**src/rtl/instr_encoder.sv**
```systemverilog
// instr_encoder: packs decoded RV32I fields (R/I/S/B) into 32-bit words and writes
// them to consecutive instruction-memory word addresses starting at BASE_ADDR.
// Ports: clk/rst (async active-low)/clr; in_* field stream (valid/ready, in_last);
//        mem_we/mem_ready/mem_addr/mem_wdata write port; done; err (sticky).
// Optional: define ENC_CHECK_EN to flag non-32-bit opcodes and odd B-type offsets on err.

// fifo: small generic circular buffer with occupancy count and synchronous flush.
// Latency: a pushed entry is visible on pop_dat the cycle after the push (if empty).
// Backpressure: full is exposed to the caller; push while full must not be issued.
module fifo #(
  parameter int W     = 32,
  parameter int DEPTH = 4
) (
  input  logic                   clk,
  input  logic                   rst,
  input  logic                   clr,
  input  logic                   push_vld,
  input  logic [W-1:0]           push_dat,
  input  logic                   pop_rdy,
  output logic [W-1:0]           pop_dat,
  output logic                   full,
  output logic                   empty,
  output logic [$clog2(DEPTH):0] count
);
  localparam int AW = $clog2(DEPTH);

  logic [W-1:0] mem [DEPTH];
  logic [AW:0]  wr_ptr;
  logic [AW:0]  rd_ptr;

  // Pointers carry one extra wrap bit so full and empty are distinguishable.
  always_ff @(posedge clk or negedge rst) begin
    if (!rst) begin
      wr_ptr <= '0;
      rd_ptr <= '0;
    end else if (clr) begin
      wr_ptr <= '0;
      rd_ptr <= '0;
    end else begin
      if (push_vld) wr_ptr <= wr_ptr + 1'b1;
      if (pop_rdy)  rd_ptr <= rd_ptr + 1'b1;
    end
  end

  always_ff @(posedge clk) begin
    if (push_vld && !clr) mem[wr_ptr[AW-1:0]] <= push_dat;
  end

  assign count   = wr_ptr - rd_ptr;
  assign full    = (count == (AW+1)'(DEPTH));
  assign empty   = (count == '0);
  assign pop_dat = mem[rd_ptr[AW-1:0]];
endmodule

// instr_encoder: field bundle -> encoded word -> FIFO -> instruction memory writes.
// Latency: accepted bundle drives mem_we/mem_wdata the cycle after acceptance (empty FIFO).
// Backpressure: mem_ready low holds the head write; in_ready drops when full or after in_last.
module instr_encoder #(
  parameter int          DEPTH     = 4,
  parameter logic [31:0] BASE_ADDR = 32'h0000_0000
) (
  input  logic        clk,
  input  logic        rst,
  input  logic        clr,
  input  logic        in_valid,
  output logic        in_ready,
  input  logic        in_last,
  input  logic [1:0]  in_fmt,
  input  logic [6:0]  in_op,
  input  logic [2:0]  in_funct3,
  input  logic [6:0]  in_funct7,
  input  logic [4:0]  in_rd,
  input  logic [4:0]  in_rs1,
  input  logic [4:0]  in_rs2,
  input  logic [12:0] in_imm,
  output logic        mem_we,
  input  logic        mem_ready,
  output logic [31:0] mem_addr,
  output logic [31:0] mem_wdata,
  output logic        done,
  output logic        err
);
  localparam int AW = $clog2(DEPTH);

  typedef enum logic [1:0] {IDLE, LOAD, DRAIN, FIN} state_t;

  state_t      state_q, state_d;
  logic [31:0] enc_word;
  logic [31:0] head_dat;
  logic [31:0] addr_q;
  logic        fifo_full, fifo_empty;
  logic [AW:0] fifo_count;
  logic        accept, push, pop;

  // clr wins over a same-cycle accept or write completion.
  assign accept = in_valid && in_ready;
  assign push   = accept && !clr;
  assign pop    = mem_we && mem_ready && !clr;

  always_comb begin
    enc_word = '0;
    case (in_fmt)
      2'b00:   enc_word = {in_imm[11:0], in_rs1, in_funct3, in_rd, in_op};
      2'b01:   enc_word = {in_imm[11:5], in_rs2, in_rs1, in_funct3, in_imm[4:0], in_op};
      2'b10:   enc_word = {in_imm[12], in_imm[10:5], in_rs2, in_rs1, in_funct3,
                           in_imm[4:1], in_imm[11], in_op};
      default: enc_word = {in_funct7, in_rs2, in_rs1, in_funct3, in_rd, in_op};
    endcase
  end

  fifo #(.W(32), .DEPTH(DEPTH)) u_fifo (
    .clk      (clk),
    .rst      (rst),
    .clr      (clr),
    .push_vld (push),
    .push_dat (enc_word),
    .pop_rdy  (pop),
    .pop_dat  (head_dat),
    .full     (fifo_full),
    .empty    (fifo_empty),
    .count    (fifo_count)
  );

  always_ff @(posedge clk or negedge rst) begin
    if (!rst) state_q <= IDLE;
    else      state_q <= state_d;
  end

  always_comb begin
    state_d = state_q;
    case (state_q)
      IDLE:    if (accept) state_d = in_last ? DRAIN : LOAD;
      LOAD:    if (accept && in_last) state_d = DRAIN;
      // No pushes in DRAIN, so popping the only entry empties the FIFO.
      DRAIN:   if (pop && fifo_count == (AW+1)'(1)) state_d = FIN;
      default: state_d = FIN;
    endcase
    if (clr) state_d = IDLE;
  end

  always_ff @(posedge clk or negedge rst) begin
    if (!rst)     addr_q <= BASE_ADDR;
    else if (clr) addr_q <= BASE_ADDR;
    else if (pop) addr_q <= addr_q + 32'd4;
  end

  assign in_ready  = !fifo_full && (state_q == IDLE || state_q == LOAD);
  assign mem_we    = !fifo_empty && (state_q != FIN);
  // Gate the head so stale storage never shows after reset or a flush.
  assign mem_wdata = fifo_empty ? 32'h0 : head_dat;
  assign mem_addr  = addr_q;
  assign done      = (state_q == FIN);

`ifdef ENC_CHECK_EN
  logic err_q;
  logic enc_bad;

  assign enc_bad = (in_op[1:0] != 2'b11) || (in_fmt == 2'b10 && in_imm[0]);

  always_ff @(posedge clk or negedge rst) begin
    if (!rst)                 err_q <= 1'b0;
    else if (clr)             err_q <= 1'b0;
    else if (push && enc_bad) err_q <= 1'b1;
  end

  assign err = err_q;
`else
  // imm[0] is never encoded; only the optional check looks at it.
  logic unused_imm0;
  assign unused_imm0 = in_imm[0];
  assign err         = 1'b0;
`endif
endmodule

```
**config.mk**
```make
export PLATFORM = sky130hd
export DESIGN_NAME = instr_encoder
export DESIGN_NICKNAME = d
export VERILOG_FILES = /design/src/rtl/instr_encoder.sv
export SDC_FILE = /design/constraint.sdc
export NUM_CORES = 1
export LEC_CHECK = 0
export ABC_AREA = 1
export BUFFER_PORTS_ARGS = -buffer_cell sky130_fd_sc_hd__buf_2
export CAP_MARGIN = 40
export CORE_ASPECT_RATIO = 1.1
export CORE_MARGIN = 5
export CORE_UTILIZATION = 35
export CTS_CLUSTER_DIAMETER = 80
export DETAILED_ROUTE_END_ITERATION = 12
export GPL_TIMING_DRIVEN = 0
export PLACE_DENSITY = 0.58
export SETUP_SLACK_MARGIN = 0.1
export SYNTH_ARGS = -nofsm -noshare
export SYNTH_HDL_FRONTEND = slang
export SYNTH_SLANG_ARGS = --single-unit
export TNS_END_PERCENT = 20
```
**constraint.sdc**
```tcl
create_clock -name clk -period 3.4 [get_ports clk]
set_input_delay 0.51 -clock clk [delete_from_list [all_inputs] [get_ports clk]]
set_output_delay 0.51 -clock clk [all_outputs]
set_load 0.05 [all_outputs]
```
**Yosys cells after proc, flatten, opt, wreduce, memory -nomap -nowiden**

Memory sizes are Yosys's and may differ from the RTL's.
Cells that the tools add are included.

- $add $sub $neg: 4
- Eq/ne operators: 11
- Multiplexer cells: 16
- Reductions and logical operators: 19

Operators by type and width:

| kind | number |
|---|---|
| $mux W32 | 3 |
| $pmux W32 S3 | 1 |
| $add A32 B3 Y32 const B | 1 |
| $mux W3 | 4 |
| $mux W2 | 5 |
| $logic_and A1 B1 Y1 | 9 |
| $ne A3 B3 Y1 const B | 3 |
| $add A3 B1 Y3 const B | 2 |
| $eq A2 B2 Y1 const B | 3 |
| $pmux W2 S3 | 1 |
| $eq A2 B1 Y1 const B | 2 |
| $logic_not A2 Y1 | 2 |
| $reduce_bool A2 Y1 | 2 |
| $eq A3 B1 Y1 const B | 1 |
| $eq A3 B3 Y1 const B | 1 |
| $logic_not A1 Y1 | 3 |
| $logic_not A3 Y1 | 1 |
| $reduce_and A3 Y1 | 1 |
| $sub A3 B3 Y3 | 1 |
| $mux W1 | 2 |
| $ne A2 B2 Y1 const B | 1 |
| $logic_or A1 B1 Y1 | 1 |

- Flip-flop bits (word level): 40
- RAM bits: 128
- Output and inout bits: 68
- Memories kept: 1

Memory list:

| memory | words | bits a word | read ports | clocked after Yosys merged registers in | write ports | RTL line | text |
|---|---|---|---|---|---|---|---|
| u_fifo.mem | 4 | 32 | 1 | 0 | 1 | 27 | `logic [W-1:0] mem [DEPTH];` |

**Longest topological paths before layout**

Gate-level depths: netlist of run 1.

- Depth in word-level cells: 10
- Gate-level depth with buffers: 13
- Mapped depth without buffers: 13

**Hierarchy**

A second synthesis of run 1 with hierarchy kept.

- Cells, all modules: 838
- Area total of the unflattened synthesis: 8025.2 um^2

Modules (own cells, without submodules):

| module | instances | cells each | area an instance (um^2) | seq. area each (um^2) |
|---|---|---|---|---|
| fifo | 1 | 435 | 5460.2 | 3993.8 |
| instr_encoder | 1 | 403 | 2565.0 | 800.8 |

**Worst setup path before layout of run 1**

OpenSTA, ideal clock, no wires.

- Path type: register -> register
- Start: register u_fifo.wr_ptr[0]
- End: memory u_fifo.mem[0][0], enable pin
- Arrival: 3.438 ns
- Data required time: 2.979 ns
- Slack: -0.459 ns
- Cell stages (with the launch flop): 13
- Path buffers: 0
- Period minus slack after synthesis: 3.859 ns
- Path through: dfrtp_1 -> inv_1 -> ha_1 -> fa_1 -> nand2_1 -> inv_1 -> nand2_1 -> nand2_1 -> inv_1 -> nand2_1 -> nor2_1 -> inv_1 -> nor2_1

- Word-level cells in the longest chain between the ends: 9

Ends and longest elaborated chain:

| item | RTL line | text |
|---|---|---|
| start, declared | 28 | `logic [AW:0] wr_ptr;` |
| start signal, assigned | 40 | `if (push_vld) wr_ptr <= wr_ptr + 1'b1;` |
| $sub A3 B3 Y3 | 49 | `assign count = wr_ptr - rd_ptr;` |
| $eq A3 B3 Y1 | 50 | `assign full = (count == (AW+1)'(DEPTH));` |
| $logic_not A1 Y1 | 147 | `assign in_ready = !fifo_full && (state_q == IDLE \|\| state_q == LOAD);` |
| $logic_and A1 B1 Y1 | 147 |  |
| via in_ready | 66 | `output logic in_ready,` |
| $logic_and A1 B1 Y1 | 96 | `assign accept = in_valid && in_ready;` |
| $logic_and A1 B1 Y1 | 97 | `assign push = accept && !clr;` |
| $logic_and A1 B1 Y1 | 46 | `if (push_vld && !clr) mem[wr_ptr[AW-1:0]] <= push_dat;` |
| $mux W1 | 46 |  |
| $mux W1 (implied by the code) | 46 |  |
| end, declared | 27 |  |

The timed path passes the listed nets, and every way through them passes these cells.

**Worst setup path in the final report of run 1**

- Start: register u_fifo.wr_ptr[0]
- End: output port mem_wdata[24]

- Word-level cells in the longest chain between the ends: 3

Ends and longest elaborated chain:

| item | RTL line | text |
|---|---|---|
| $sub A3 B3 Y3 | 49 |  |
| $logic_not A3 Y1 | 51 | `assign empty = (count == '0);` |
| $mux W32 | 150 | `assign mem_wdata = fifo_empty ? 32'h0 : head_dat;` |
| end, declared | 79 | `output logic [31:0] mem_wdata,` |

Every way passes these cells.

==> results of run 1 <==
per-layer routing:
metal  part of all wire  global-route usage  up-vias
met4              0.015              0.0489        0
met2               0.49               0.266      169
met3              0.066              0.0347       26
met1               0.43               0.203     2789
li1                   -                   -     2888
met5                  0                   0        -
path summary, 6_finish.rpt:
| path | from | to | slack (ns) | cells after the start |
|---|---|---|---|---|
| setup / recovery | u_fifo.wr_ptr[0] | mem_wdata[24] | 0.21 | 10 |
| hold / removal | in_rs1[0] | u_fifo.mem[1][15] | 0.30 | 1 |
| setup reg to reg | u_fifo.wr_ptr[0] | u_fifo.mem[0][25] | 0.36 | 13 |
| hold reg to reg | mem_addr[8] | mem_addr[8] | 0.58 | 2 |
| max in group asynchronous | rst | u_fifo.rd_ptr[1] | 2.46 | 3 |
| min in group asynchronous | rst | mem_addr[24] | 0.50 | 2 |
area by class of cell:
| cell class | instances | area [um^2] | area share |
|---|---|---|---|
| multi-input combinational | 475 | 2460 | 0.261 |
| tap | 295 | 369 | 0.0391 |
| sequential | 166 | 4790 | 0.508 |
| clock inverter | 14 | 193 | 0.0204 |
| clock buffer | 17 | 425 | 0.0451 |
| inverter | 92 | 348 | 0.0369 |
| timing repair buffer | 123 | 696 | 0.0738 |
| buffer | 32 | 146 | 0.0155 |
critical path, cell delays in order, from the launching register on:
cell,delay (ns)
dfrtp_1,0.40
inv_1,0.15
ha_1,0.18
fa_1,0.43
nand2_1,0.07
inv_1,0.07
nand3_4,0.15
clkbuf_2,0.31
nand2_1,0.10
inv_1,0.09
buf_2,0.27
synthesized netlist by cell type, drive strengths merged, types with 2 or more instances:
cell and count:
inv 90, nand2 132, buf 13, a21oi 12
nor3 15, clkinv 2, xor2 6, clkbuf 19
nand4 15, o21ai 59, o31ai 2, edfxtp 128
nand3 25, ha 7, mux2 14, dfrtp 38
a31oi 2, o32ai 32, nor2 143
sequential cells by signal, summed over array words and instances (netlist names):
signal and flops:
u_fifo.mem 128, u_fifo.wr_ptr 3, state_q 2, mem_addr 30, u_fifo.rd_ptr 3
per-stage QoR:
step                      total power, mW  instances  TNS (ns)  hold slack, ns
after floorplan                      5.04        765         0           0.214
after global placement               5.98       1177    -59.83           0.554
after detailed placement             6.03       1182         0           0.406
after CTS                            8.06       1214         0           0.284
after global routing                 8.39       1214         0           0.284
final                                7.98       1214         0           0.303
where the power goes:
group          internal, mW  total, mW  switching (mW)
clock network          1.18       2.02           0.841
logic                 0.785       3.53            2.75
registers              2.37       2.42          0.0567
total                  4.33       7.98            3.65
cell families after synthesis:
kind of cell               synth area share
muxes                                0.0205
AOI/OAI and AO/OA                    0.0912
other                              0.000487
DFF                                   0.622
buffers and inverters                0.0635
xor gates and xnor gates            0.00682
adders and majority gates            0.0140
and+or+nand+nor                       0.181
what timing repair did:
action / 4_1_cts / 5_1_grt
endpoints found under the setup margin: 30 / 4
endpoints found under the hold margin: 10 / 0
pin swaps: 0 / 0
gates resized for setup: 3 / 2
hold buffers: 1 / 0
==> impl_metrics.ini, run 1 <==
[outcome]
status = finished clean

[floorplanning]
rows = 57
core_area_mm2 = 0.0219
io_pins = 121
die_w_um = 151
die_area_mm2 = 0.0251
start_util = 0.352
die_h_um = 166

[synth]
ys_async_sr_fraction = 0.229
synth_flop_cell = edfxtp_1
ys_types = 37
synth_area_leaders = edfxtp_1, dfrtp_1, nor2_1, nand2_1, inv_1
yosys_warnings = 0
synth-edff-count = 128
yosysSeqAreaShare = 0.622
syn_area_mm2 = 0.00771
syn_area_per_cell_um2 = 10.1
yosysTopAreaCell = edfxtp_1
synth-seq-cells = 166
syn-instance-count = 763
netlist.area_leader.share = 0.499

[flow_run]
maxCapViolCount = 0

[sta]
slew_viol_final = 0
timing.final.crit_period_ns = 3.19
slew_headroom = 0.559
finalHoldViolations = 0
finalSetupViolations = 0
post-route-period-util = 0.937
clock_skew_ns = 0.0105
rsz0062_at_grt = yes
max_freq_mhz = 314
fin_ws_ns = 0.213
worstMarginPinSlew_ns = 0.661

[routing]
routedWlPerCell_um = 16.3
first_pass_iters = 5
drt-initial-drc-count = 379
vias_per_cell = 4.84
dr_total_vias = 5872
remaining_drc_errors = 0
ant_nets = 0
drt-total-wl_mm = 19.8

[cells_and_area]
layout-drive-gt1-share = 0.214
final_cell_mix = nor2_1, nand2_1, edfxtp_1, buf_2, inv_1
fillerInstances = 2096
utilization = 0.431
final_common_cell = nor2_1
diodes = 0
syn2layout_area_growth_pct = 22.4
final_design_area_no_fill_mm2 = 0.00943
nets = 968

[global_route]
grt_use_total = 0.158
grt_overflow = 0
grt_start_max_net_pins = 29
grt_antenna_before_repair = 0
grt_pass1_vias = 5933
grt_first_pass_wirelength_mm = 30.9

[power]
power.density_mw_per_mm2 = 846
peakVddDrop_mv = 0.438
p_leak_nw = 3.91

[placement]
port_buffers = 117
dp_hpwl_mm = 13.9
pre_cts_slack_ns = 0.342
gp_congestion = 0.830
postPlaceCellArea_mm2 = 0.00880

[clocking]
root_buffer = clkbuf_16
clk_pin_slew_worst_paths_ns = 0.07
cts_tree = yes
htree_levels = 4
clkSinkCount = 166
clock_path_buffers = 2
numCtsBuffers = 17
insertion_delay_ns = 0.43
cts_setup_buffers = 0

[hold_path]
hold_class = input pin to flop

[worst_setup_path]
crit_path_end_kind = primary output
cp.required_ns = 2.89
critPathMaxFanout = 10
cp.arrival_ns = 2.68
startpoint_type = flop
path_class = flop to primary output
No activity file was read; power rests on OpenSTA's default activity.
==> inputs of run 2 (changes only) <==
Settings changed: PLACE_DENSITY 0.58 to 0.57, SYNTH_HIERARCHICAL set to 1.
==> impl_metrics.ini, run 2 <==
[synth]
netlist_top_cells_count = nand2_1, inv_1, edfxtp_1
syn_area_per_cell_um2 = 9.58
synth_area_leaders = edfxtp_1, dfrtp_1, nand2_1, inv_1, nor2_1
synth_flop_cell = edfxtp_1
yosysTopAreaCell = edfxtp_1
syn-instance-count = 838
yosys_warnings = 6
yosysSeqAreaShare = 0.597
ys_types = 37
synth-seq-cells = 166
ys_async_sr_fraction = 0.229
syn_area_mm2 = 0.00803
synth-edff-count = 128
synth.most_common_cell = nand2_1
netlist.area_leader.share = 0.479

[outcome]
status = finished clean

[clocking]
clock_path_buffers = 2
htree_levels = 4
clk_pin_slew_worst_paths_ns = 0.07
clkSinkCount = 166
cts_tree = yes
numCtsBuffers = 17
insertion_delay_ns = 0.43
root_buffer = clkbuf_16

[sta]
timing.final.crit_period_ns = 3.17
rsz0062_at_grt = yes
worstMarginPinSlew_ns = 0.519
finalSetupViolations = 0
hold_ws_ns = 0.290
clock_skew_ns = 0.0152
finalHoldViolations = 0
max_freq_mhz = 316
slew_viol_final = 0
post-route-period-util = 0.931
slew_headroom = 0.654

[worst_setup_path]
timing.rr.end = u_fifo/mem[0][7]
cpPeakStageDelay_ns = 0.42
critPathMaxFanout = 10
path_class = flop to primary output
r2r_slack_ns = 0.31
crit_path_end_kind = primary output
cp.required_ns = 2.89
worstRegToRegCells = 15
cp.arrival_ns = 2.66
startpoint_type = flop
slowest_stage = dfrtp_1
r2r-start = u_fifo/wr_ptr[0]
crit_chain = inv_1 > ha_1 > fa_1 > inv_1 > nand2_1 > nand2_1 > nor2_1 > buf_6 > clkbuf_2 > nor2_2 > clkbuf_4

[global_route]
grt_antenna_before_repair = 0
grt_pass1_vias = 5930
grt_use_total = 0.148
grt_first_pass_wirelength_mm = 30.2
grt_overflow = 0
grt_start_max_net_pins = 25

[floorplanning]
die_w_um = 154
io_pins = 121
die_h_um = 169
core_area_mm2 = 0.0227
rows = 58
start_util = 0.353
die_area_mm2 = 0.0261

[cells_and_area]
diodes = 0
final_cell_mix = nand2_1, inv_1, edfxtp_1, buf_2, nor2_1
final_common_cell = nand2_1
syn2layout_area_growth_pct = 22.7
final_design_area_no_fill_mm2 = 0.00984
nets = 1051
largest_reg_flops = 128
layout-drive-gt1-share = 0.235
fillerInstances = 2160

[placement]
gp_congestion = 0.809
dp_hpwl_mm = 13.0
postPlaceCellArea_mm2 = 0.00914
port_buffers = 117

[power]
pwr-share-comb = 0.487
sequentialPowerShare = 0.283
power.switching_mw = 3.97
power.density_mw_per_mm2 = 836
peakVddDrop_mv = 0.541
intPower_mw = 4.26
p_leak_nw = 4.45
sw_frac_of_total = 0.482
p_clk_frac = 0.230

[routing]
routedWlPerCell_um = 14.3
drt-initial-drc-count = 297
remaining_drc_errors = 0
first_pass_iters = 5
drt-total-wl_mm = 18.6
vias_per_cell = 4.55
dr_total_vias = 5926
ant_nets = 0

[hold_path]
holdPathStages = 1
hold_path_startpoint = in_funct3[2]
hold_path_end = u_fifo/mem[2][14]
hold_class = input pin to flop

[flow_run]
maxCapViolCount = 0
run 2: cell count changes after synthesis, sizes merged, moves of 31 or more:
cell,delta
a21oi,+34
o211ai,+31
o32ai,-32
nand2,+54
inv,+62
nor2,-41
run 2: worst max-delay path by stage:
| stage | start | to |
|---|---|---|
| after floorplan | u_fifo/wr_ptr[0] | u_fifo/mem[0][0] |
| after global placement | u_fifo/wr_ptr[0] | u_fifo/mem[2][6] |
| after detailed placement | u_fifo/wr_ptr[0] | u_fifo/mem[3][17] |
| after CTS | u_fifo/wr_ptr[0] | u_fifo/mem[3][31] |
| after global routing | u_fifo/wr_ptr[0] | mem_wdata[10] |
| final | u_fifo/wr_ptr[0] | mem_wdata[10] |
run 2: metrics by stage:
stage / instances / setup slack (ns) / utilization / TNS [ns] / total power, mW
after floorplan: 840 / 0.260 / - / 0 / 5.31
after CTS: 1295 / 0.0710 / 0.429 / 0 / 8.28
after global routing: 1303 / 0.0794 / 0.433 / 0 / 8.76
final: 1303 / 0.234 / 0.433 / 0 / 8.23
after detailed placement: 1262 / 0.0778 / 0.402 / 0 / 6.37
after global placement: 1257 / -0.150 / 0.398 / -13.88 / 6.34
run 2: cell families after synthesis:
logic type / share of synthesized area
buffers and inverters: 0.0968
muxes: 0.0126
DFF: 0.597
adders and majority gates: 0.0134
other: 0.000467
AOI/OAI and AO/OA: 0.0940
xor gates and xnor gates: 0.00109
and+or+nand+nor: 0.184
run 2: metal layers:
| layer | share of wire | wire length, um | track usage |
|---|---|---|---|
| met4 | 0.013 | 247 | 0.0419 |
| met2 | 0.49 | 9140 | 0.259 |
| met3 | 0.054 | 1000 | 0.0338 |
| met1 | 0.44 | 8260 | 0.182 |
| met5 | 0 | 0 | 0 |
run 2: critical path: cells and delay by family, from the launching register on:
kind / cells / cell delay, ns
buffers and inverters: 5 / 0.80
adder cells (fa/ha/maj): 2 / 0.63
AND/OR/NAND/NOR: 4 / 0.38
flip-flops: 1 / 0.42
run 2: power by group through the flow:
stage / combinational, mW / clock [mW] / sequential, mW
after floorplan: 2.92 / 0 / 2.39
after global placement: 3.97 / 0 / 2.38
after detailed placement: 3.99 / 0 / 2.37
after CTS: 4.02 / 1.94 / 2.33
after global routing: 4.38 / 2.05 / 2.34
final: 4.01 / 1.89 / 2.33
run 2: what timing repair did:
action | 4_1_cts | 5_1_grt
setup buffers | 0 | 8
pin swaps | 0 | 3
gates cloned | 0 | 0
gates resized for setup | 3 | 15
endpoints found under the hold margin | 13 | 0
setup endpoints to repair | 44 | 122
hold buffers | 1 | 0
run 2: layout make-up:
cell class / instances / area, um^2 / share of cell area
plain buffers: 32 / 205 / 0.0208
clock buffers: 17 / 425 / 0.0432
clock inverters: 15 / 166 / 0.0169
inverters: 153 / 576 / 0.0585
multi-input cells: 489 / 2510 / 0.255
flip-flops and latches: 166 / 4790 / 0.487
well taps: 300 / 375 / 0.0381
repair buffers: 131 / 796 / 0.0808
==> inputs of run 3 (changes only) <==
Settings changed: CORE_MARGIN 5 to not set, CTS_CLUSTER_SIZE set to 12.
==> impl_metrics.ini, run 3 (same netlist as run 2, synthesis figures left out) <==
[outcome]
status = finished clean

[sta]
worstMarginPinSlew_ns = 0.537
max_freq_mhz = 317
hold_ws_ns = 0.293
finalSetupViolations = 0
slew_headroom = 0.640
slew_viol_final = 0
clock_skew_ns = 0.0131
rsz0062_at_grt = yes
timing.final.crit_period_ns = 3.15
post-route-period-util = 0.928
fin_ws_ns = 0.246
finalHoldViolations = 0

[cells_and_area]
layout-drive-gt1-share = 0.231
nets = 1045
final_design_area_no_fill_mm2 = 0.00979
syn2layout_area_growth_pct = 22.0
final_cell_mix = nand2_1, inv_1, edfxtp_1, buf_2, nor2_1
fillerInstances = 2149
final_common_cell = nand2_1
largest_reg_flops = 128

[global_route]
grt_first_pass_wirelength_mm = 29.8
grt_start_max_net_pins = 27
use_met3 = 0.0364
busiest_layer = met2
use_met1 = 0.212
grt_overflow = 0
grt_antenna_before_repair = 1
grt_pass1_vias = 5729
use_met2 = 0.278
grt_use_total = 0.165

[worst_setup_path]
startpoint_type = flop
cp.arrival_ns = 2.64
cp.required_ns = 2.89
path_class = flop to primary output
critPathMaxFanout = 10
crit_path_end_kind = primary output

[clocking]
cts_tree = yes
clk_pin_slew_worst_paths_ns = 0.08
insertion_delay_ns = 0.43
root_buffer = clkbuf_16
numCtsBuffers = 17
clock_path_buffers = 2
htree_levels = 4
clkSinkCount = 166

[floorplanning]
start_util = 0.360
die_area_mm2 = 0.0235
die_w_um = 146
core_area_mm2 = 0.0223
die_h_um = 161
io_pins = 121
rows = 57

[placement]
gp_congestion = 0.823
port_buffers = 117
dp_hpwl_mm = 12.9
pre_cts_slack_ns = 0.117
postPlaceCellArea_mm2 = 0.00913

[routing]
vias_per_cell = 4.65
first_pass_iters = 4
routedWlPerCell_um = 14.3
drt-initial-drc-count = 305
ant_nets = 0
dr_total_vias = 6012
drt-total-wl_mm = 18.6
remaining_drc_errors = 0

[power]
peakVddDrop_mv = 0.692
p_leak_nw = 4.42
power.density_mw_per_mm2 = 841
p_total_mw = 8.24

[hold_path]
hold_class = input pin to flop

[flow_run]
maxCapViolCount = 0
## run 3: path summary, 6_finish.rpt
path	end	start	slack, ns	depth (start not counted)
max reg2reg	u_fifo/mem[3][3]	u_fifo/wr_ptr[0]	0.41	15
min reg2reg	u_fifo/wr_ptr[1]	u_fifo/wr_ptr[1]	0.56	2
min	u_fifo/mem[3][16]	in_rs1[1]	0.29	1
max	mem_wdata[7]	u_fifo/wr_ptr[0]	0.25	11
max in group asynchronous	mem_addr[26]	rst	2.43	3
min in group asynchronous	mem_addr[10]	rst	0.51	2
## run 3: layout make-up
cell class,instances,area [um^2],share of cell area
repair buffers,125,748,0.0764
multi-input cells,489,2510,0.256
flip-flops and latches,166,4790,0.490
clock buffers,17,425,0.0435
clock inverters,15,164,0.0167
well taps,295,369,0.0377
inverters,153,576,0.0588
diodes,1,2.50,0.000256
plain buffers,32,205,0.0210
## run 3: where the power goes
part / internal [mW] / leakage, nW / switching (mW) / total (mW)
Combinational: 0.980 / 2.45 / 3.03 / 4.01
Clock: 0.996 / 0.293 / 0.907 / 1.90
Sequential: 2.28 / 1.68 / 0.0506 / 2.33
## run 3: through the flow
stage / instances / setup TNS [ns] / utilization
final: 1293 / 0 / 0.439
after global routing: 1292 / 0 / 0.438
after CTS: 1290 / 0 / 0.436
after detailed placement: 1257 / 0 / 0.409
after global placement: 1252 / -6.78 / 0.404
after floorplan: 840 / 0 / -
## run 3: timing repair
action / 4_1_cts / 5_1_grt
endpoints found under the setup margin: 30 / 95
pin swaps: 0 / 2
endpoints found under the hold margin: 12 / 0
setup buffers: 0 / 2
resized for setup: 3 / 14
hold buffers: 1 / 0
## run 3: critical path, cell delays in order (launching register included)
cell and delay, ns:
dfrtp_1 0.41, inv_1 0.10, ha_1 0.22, fa_1 0.41, inv_1 0.09, nand2_1 0.05, nand2_1 0.07, nor2_1 0.05
buf_6 0.14, buf_2 0.20, nor2_1 0.23, buf_4 0.24
## run 3: per-layer routing
metal | share of wire | vias up
li1 | - | 3022
met1 | 0.44 | 2815
met2 | 0.49 | 161
met3 | 0.049 | 14
met4 | 0.013 | 0
met5 | 0 | -
